[src/rtl/pool_unit.sv]
// pool_unit: streaming 2x2 / stride-2 pooling stage for post-ReLU activations.
// Takes one sample per accepted cycle in row-major order. Emits one pooled value
// for each complete 2x2 window.
// Build option: define POOL_AVG_EN for average pooling. Max pooling is the default.
// Ports:
//   clk, rst_n        clock (rising edge), asynchronous active-low reset
//   ce                enable; samples are discarded and state holds while low
//   pool_din_vld      input sample valid
//   pool_din[N-1:0]   input activation (unsigned)
//   pool_dout[N-1:0]  pooled result, registered, holds between windows
//   pool_dout_vld     one-cycle pulse per completed window
//   pool_dout_end     pulses with pool_dout_vld on the last window of a frame
module pool_unit #(
    parameter int unsigned N          = 16,
    parameter int unsigned INPUT_SIZE = 28
) (
    input  logic         clk,
    input  logic         rst_n,
    input  logic         ce,
    input  logic         pool_din_vld,
    input  logic [N-1:0] pool_din,
    output logic [N-1:0] pool_dout,
    output logic         pool_dout_vld,
    output logic         pool_dout_end
);

    localparam int unsigned OUTPUT_SIZE = INPUT_SIZE / 2;
    localparam int unsigned CW          = (INPUT_SIZE > 2) ? $clog2(INPUT_SIZE) : 1;
    localparam int unsigned LBW         = (OUTPUT_SIZE > 1) ? $clog2(OUTPUT_SIZE) : 1;
    localparam int unsigned LAST_IDX    = INPUT_SIZE - 1;
    localparam int unsigned WIN_LAST    = 2 * OUTPUT_SIZE - 1;
`ifdef POOL_AVG_EN
    localparam int unsigned PW          = N + 1;
    localparam int unsigned SW          = N + 2;
`else
    localparam int unsigned PW          = N;
`endif

    logic [CW-1:0] col_q, col_d;
    logic [CW-1:0] row_q, row_d;
    logic [N-1:0]  hold_q, hold_d;
    logic [N-1:0]  dout_q, dout_d;
    logic          vld_q, vld_d;
    logic          end_q, end_d;

    logic [PW-1:0] linebuf_q [OUTPUT_SIZE];
    logic          lb_we;
    logic [LBW-1:0] lb_idx;
    logic [PW-1:0] lb_rd;
    logic [PW-1:0] pair;
    logic [N-1:0]  result;
    logic          accept;

    assign accept = ce & pool_din_vld;
    assign lb_idx = LBW'(col_q >> 1);
    assign lb_rd  = linebuf_q[lb_idx];

    // Horizontal pair (held even-column sample with current odd-column sample) and window result.
`ifdef POOL_AVG_EN
    logic [SW-1:0] win_sum;
    assign pair    = PW'(hold_q) + PW'(pool_din);
    assign win_sum = SW'(pair) + SW'(lb_rd);
    assign result  = N'(win_sum >> 2);
`else
    assign pair    = (pool_din > hold_q) ? pool_din : hold_q;
    assign result  = (pair > lb_rd) ? pair : lb_rd;
`endif

    // Next-state: counters, pair hold, linebuf write strobe and output register.
    always_comb begin
        col_d  = col_q;
        row_d  = row_q;
        hold_d = hold_q;
        dout_d = dout_q;
        vld_d  = 1'b0;
        end_d  = 1'b0;
        lb_we  = 1'b0;
        if (accept) begin
            if (!col_q[0]) begin
                hold_d = pool_din;
            end else if (!row_q[0]) begin
                lb_we = 1'b1;
            end else begin
                // Odd row and odd column index are always inside the floor(INPUT_SIZE/2) grid.
                dout_d = result;
                vld_d  = 1'b1;
                end_d  = (row_q == CW'(WIN_LAST)) && (col_q == CW'(WIN_LAST));
            end
            if (col_q == CW'(LAST_IDX)) begin
                col_d = '0;
                row_d = (row_q == CW'(LAST_IDX)) ? '0 : row_q + CW'(1);
            end else begin
                col_d = col_q + CW'(1);
            end
        end
    end

    // State and output registers.
    always_ff @(posedge clk or negedge rst_n) begin
        if (!rst_n) begin
            col_q  <= '0;
            row_q  <= '0;
            hold_q <= '0;
            dout_q <= '0;
            vld_q  <= 1'b0;
            end_q  <= 1'b0;
        end else begin
            col_q  <= col_d;
            row_q  <= row_d;
            hold_q <= hold_d;
            dout_q <= dout_d;
            vld_q  <= vld_d;
            end_q  <= end_d;
        end
    end

    // The line buffer has no reset: each entry is written in an even row before the odd row reads it.
    always_ff @(posedge clk) begin
        if (lb_we) begin
            linebuf_q[lb_idx] <= pair;
        end
    end

    assign pool_dout     = dout_q;
    assign pool_dout_vld = vld_q;
    assign pool_dout_end = end_q;

endmodule
[config.mk]
export PLATFORM = sky130hd
export DESIGN_NAME = pool_unit
export DESIGN_NICKNAME = d
export VERILOG_FILES = /design/src/rtl/pool_unit.sv
export SDC_FILE = /design/constraint.sdc
export NUM_CORES = 1
export LEC_CHECK = 0
export BUFFER_PORTS_ARGS = -buffer_cell sky130_fd_sc_hd__buf_2
export CAP_MARGIN = 15
export CELL_PAD_IN_SITES_DETAIL_PLACEMENT = 1
export CELL_PAD_IN_SITES_GLOBAL_PLACEMENT = 2
export CORE_MARGIN = 2
export CORE_UTILIZATION = 45
export CTS_CLUSTER_SIZE = 10
export DETAILED_ROUTE_END_ITERATION = 6
export GPL_TIMING_DRIVEN = 0
export PLACE_DENSITY = 0.73
export SYNTH_ARGS = -nofsm -noshare
export SYNTH_HDL_FRONTEND = slang
export SYNTH_SLANG_ARGS = --single-unit
[constraint.sdc]
create_clock -name clk -period 4.9 [get_ports clk]
set_clock_uncertainty 0.15 [all_clocks]
set_input_delay 0.245 -clock clk [delete_from_list [all_inputs] [get_ports clk]]
set_output_delay 0.245 -clock clk [all_outputs]
set_load 0.02 [all_outputs]
==> summary.txt <==
Status = complete, no violations
Remaining Overflow, GRT = 0
Vias in the first global route = 7201
Number of unique standard cell types used by synthesis = 44
Die H = 164 um
Min Tclk post-route = 4.71 ns
Top-count cell post-synth = edfxtp_1
Layout Cells excl Fill = 1167
Post-DP HPWL = 19200 um
Number of fill cells in the layout = 2363
Clock Latency Late Sink = 0.56 ns
Port Buffers = 37
Layout Nets = 866
Worst-Margin Slew = 1.05 ns
Worst-path maximum fanout = 15
Initial antenna violation count = 0
Max clock buf depth = 3
Placeable core region = 0.0251 mm^2
Ys async rst share = 0.164
Share of cells above drive strength 1 = 0.263
Placed instance count = 1084
Post-synth top area share = 0.587
Largest area contributor in the netlist = edfxtp_1
Pin count of the biggest net entering global routing = 45
Max-Cap Viols = 0
Most used DFF post-synth = edfxtp_1
YS warnings = 0
CP Class = register to register
Clock-pin slew on the worst setup and hold paths = 0.06 ns
Initial Util = 0.456
Final Util = 0.543
Sequential area share after synthesis = 0.683
Area occupied by multi-input gates = 0.00355 mm^2
FP Rows = 58
Crit path DAT = 5.02 ns
Crit start category = register
DR WL/cell = 23.4 um
WL final = 27300 um
Worst Setup End Kind = register
Num Clock Sinks = 268
Pre-Repair DR Iteration Count = 4
Commonest cells post-synth = edfxtp_1 (224), mux2i_1 (48), mux4_2 (48), nand2_1 (48), nor2_1 (47)
First-pass GRT wire length = 42200 um
Io pins = 38
Ranking of synthesized cells by area = edfxtp_1 (59%), dfrtp_1 (9.6%), mux4_2 (9.4%), mux2i_1 (4.2%), ha_1 (3.7%)
HP Class = input pin to asynchronous set/reset pin
Via density = 5.59
Die Area = 0.0268 mm^2
Syn Nets = 758
DRC violations left = 0
Synth Register Bits = 268
CTS tree = built
Relative max-transition margin = 0.299
Tcrit/Tclk final = 0.962
CTS H-tree lvls = 1
Leakage = 0.00489 uW
Root buf cell = clkbuf_16
Area growth from synthesis to layout = 19.0%
Endpoints failing hold = 0
PD cells = 555 mW/mm^2
Storage cell area = 0.00783 mm^2
Final Wtd Congestion = 0.833
Avg Cell Area, Syn = 16.3 um^2
Overall Global Routing Usage = 0.210
Starting DRT DRC Count = 383
Final Max Slew Viols = 0
Chip width = 164 um
Mapped Cells = 704
Syn Std Cell Area = 0.0115 mm^2
Final ANT Viol Nets = 0
N_diodes = 0
CTS Buf Count = 31
Max VDD drop = 0.279 mV
Max frequency = 0.212 GHz
Vias = 6519
Req. time, crit path = 5.20 ns
Number of synthesized flops with an enable pin = 224
# setup viols final = 0
==> metrics by stage <==
step                setup WS [ns]  hold WS, ns  setup TNS (ns)  instance area [um^2]  power, uW
detailed placement         -0.623        0.322           -8.20                 12300       5340
global route              -0.0467        0.311         -0.0727                 13600       7990
floorplan                   0.687       -0.201               0                 11500       4550
CTS                      0.000717        0.264               0                 13500       7520
global placement           -0.514        0.335           -6.83                 12100       5220
finish                      0.187        0.253               0                 13600       7570
==> worst paths after layout <==
kind	to	start	slack, ns	depth (start not counted)
max	pool_dout[6]	hold_q[15]	0.19	19
min	hold_q[14]	rst_n	0.25	2
max reg2reg	pool_dout[6]	hold_q[15]	0.19	19
min reg2reg	pool_dout[1]	pool_dout[1]	0.34	2
max in group asynchronous	hold_q[0]	rst_n	3.69	2
min in group clk	pool_dout[1]	pool_dout[1]	0.34	2
==> registers in the layout (all words and copies together), names as in the netlist <==
| register | cells |
|---|---|
| linebuf_q | 224 |
| hold_q | 16 |
| pool_dout | 16 |
| col_q | 5 |
| row_q | 5 |
| pool_dout_end | 1 |
| pool_dout_vld | 1 |
==> worst max-delay path, stage by stage, from the launching register on <==
cell and delay [ns]:
dfrtp_1 0.40, inv_1 0.06, ha_2 0.38, nand4_4 0.17, nor4_4 0.35, o21ai_1 0.16, a31oi_4 0.20, buf_4 0.14
buf_8 0.15, mux2i_2 0.28, inv_2 0.17, ha_1 0.35, nand4_1 0.18, nor4_4 0.39, a21boi_1 0.24, o31ai_2 0.10
or2_1 0.21, buf_2 0.17, buf_6 0.16, o221ai_1 0.19
==> report_power, final <==
group / switching, uW / total, uW / internal (uW)
combinational: 1560 / 2580 / 1020
clock: 863 / 2080 / 1220
sequential: 92.8 / 2920 / 2830
==> logic make-up after synthesis <==
group,after synthesis,share of synthesized area
flops,268,0.683
fa+ha+maj,34,0.0371
buf+inv,70,0.0258
simple gates,138,0.0546
compound gates,83,0.0484
mux,111,0.151
==> cells in the final DEF (no fill, tap or decap), drive strengths merged, types with 3 or more instances in the layout <==
master	n
buf	71
nor3	8
ha	34
mux2	15
a21oi	41
a21o	5
dlygate4sd3	20
dfrtp	44
nand4	4
o21ai	12
o221ai	16
nor2	47
edfxtp	224
nor4	3
nand2b	6
nand3	11
clkbuf	74
mux2i	48
inv	37
mux4	48
nand2	48
==> layout make-up <==
class	count	share of cell area
multi-input combinational	366	0.261
buffer	34	0.0124
clock buffer	56	0.0652
inverter	36	0.0114
timing repair buffer	75	0.0444
tap	330	0.0303
sequential	268	0.574
clock inverter	2	0.00183
==> layer usage <==
metal	vias to the layer above	global-route usage	share of wire
li1	2942	-	-
met1	3414	0.281	0.43
met2	124	0.365	0.51
met3	39	0.0234	0.036
met4	0	0.0606	0.017
met5	-	0	0
==> what timing repair did <==
action,4_1_cts,5_1_grt
hold buffers,20,0
endpoints found under the hold margin,76,0
pin swaps,2,3
setup buffers,1,3
cloned,0,1
setup endpoints to repair,16,16
resized for setup,26,30
Power figures use the tool's default switching activity.
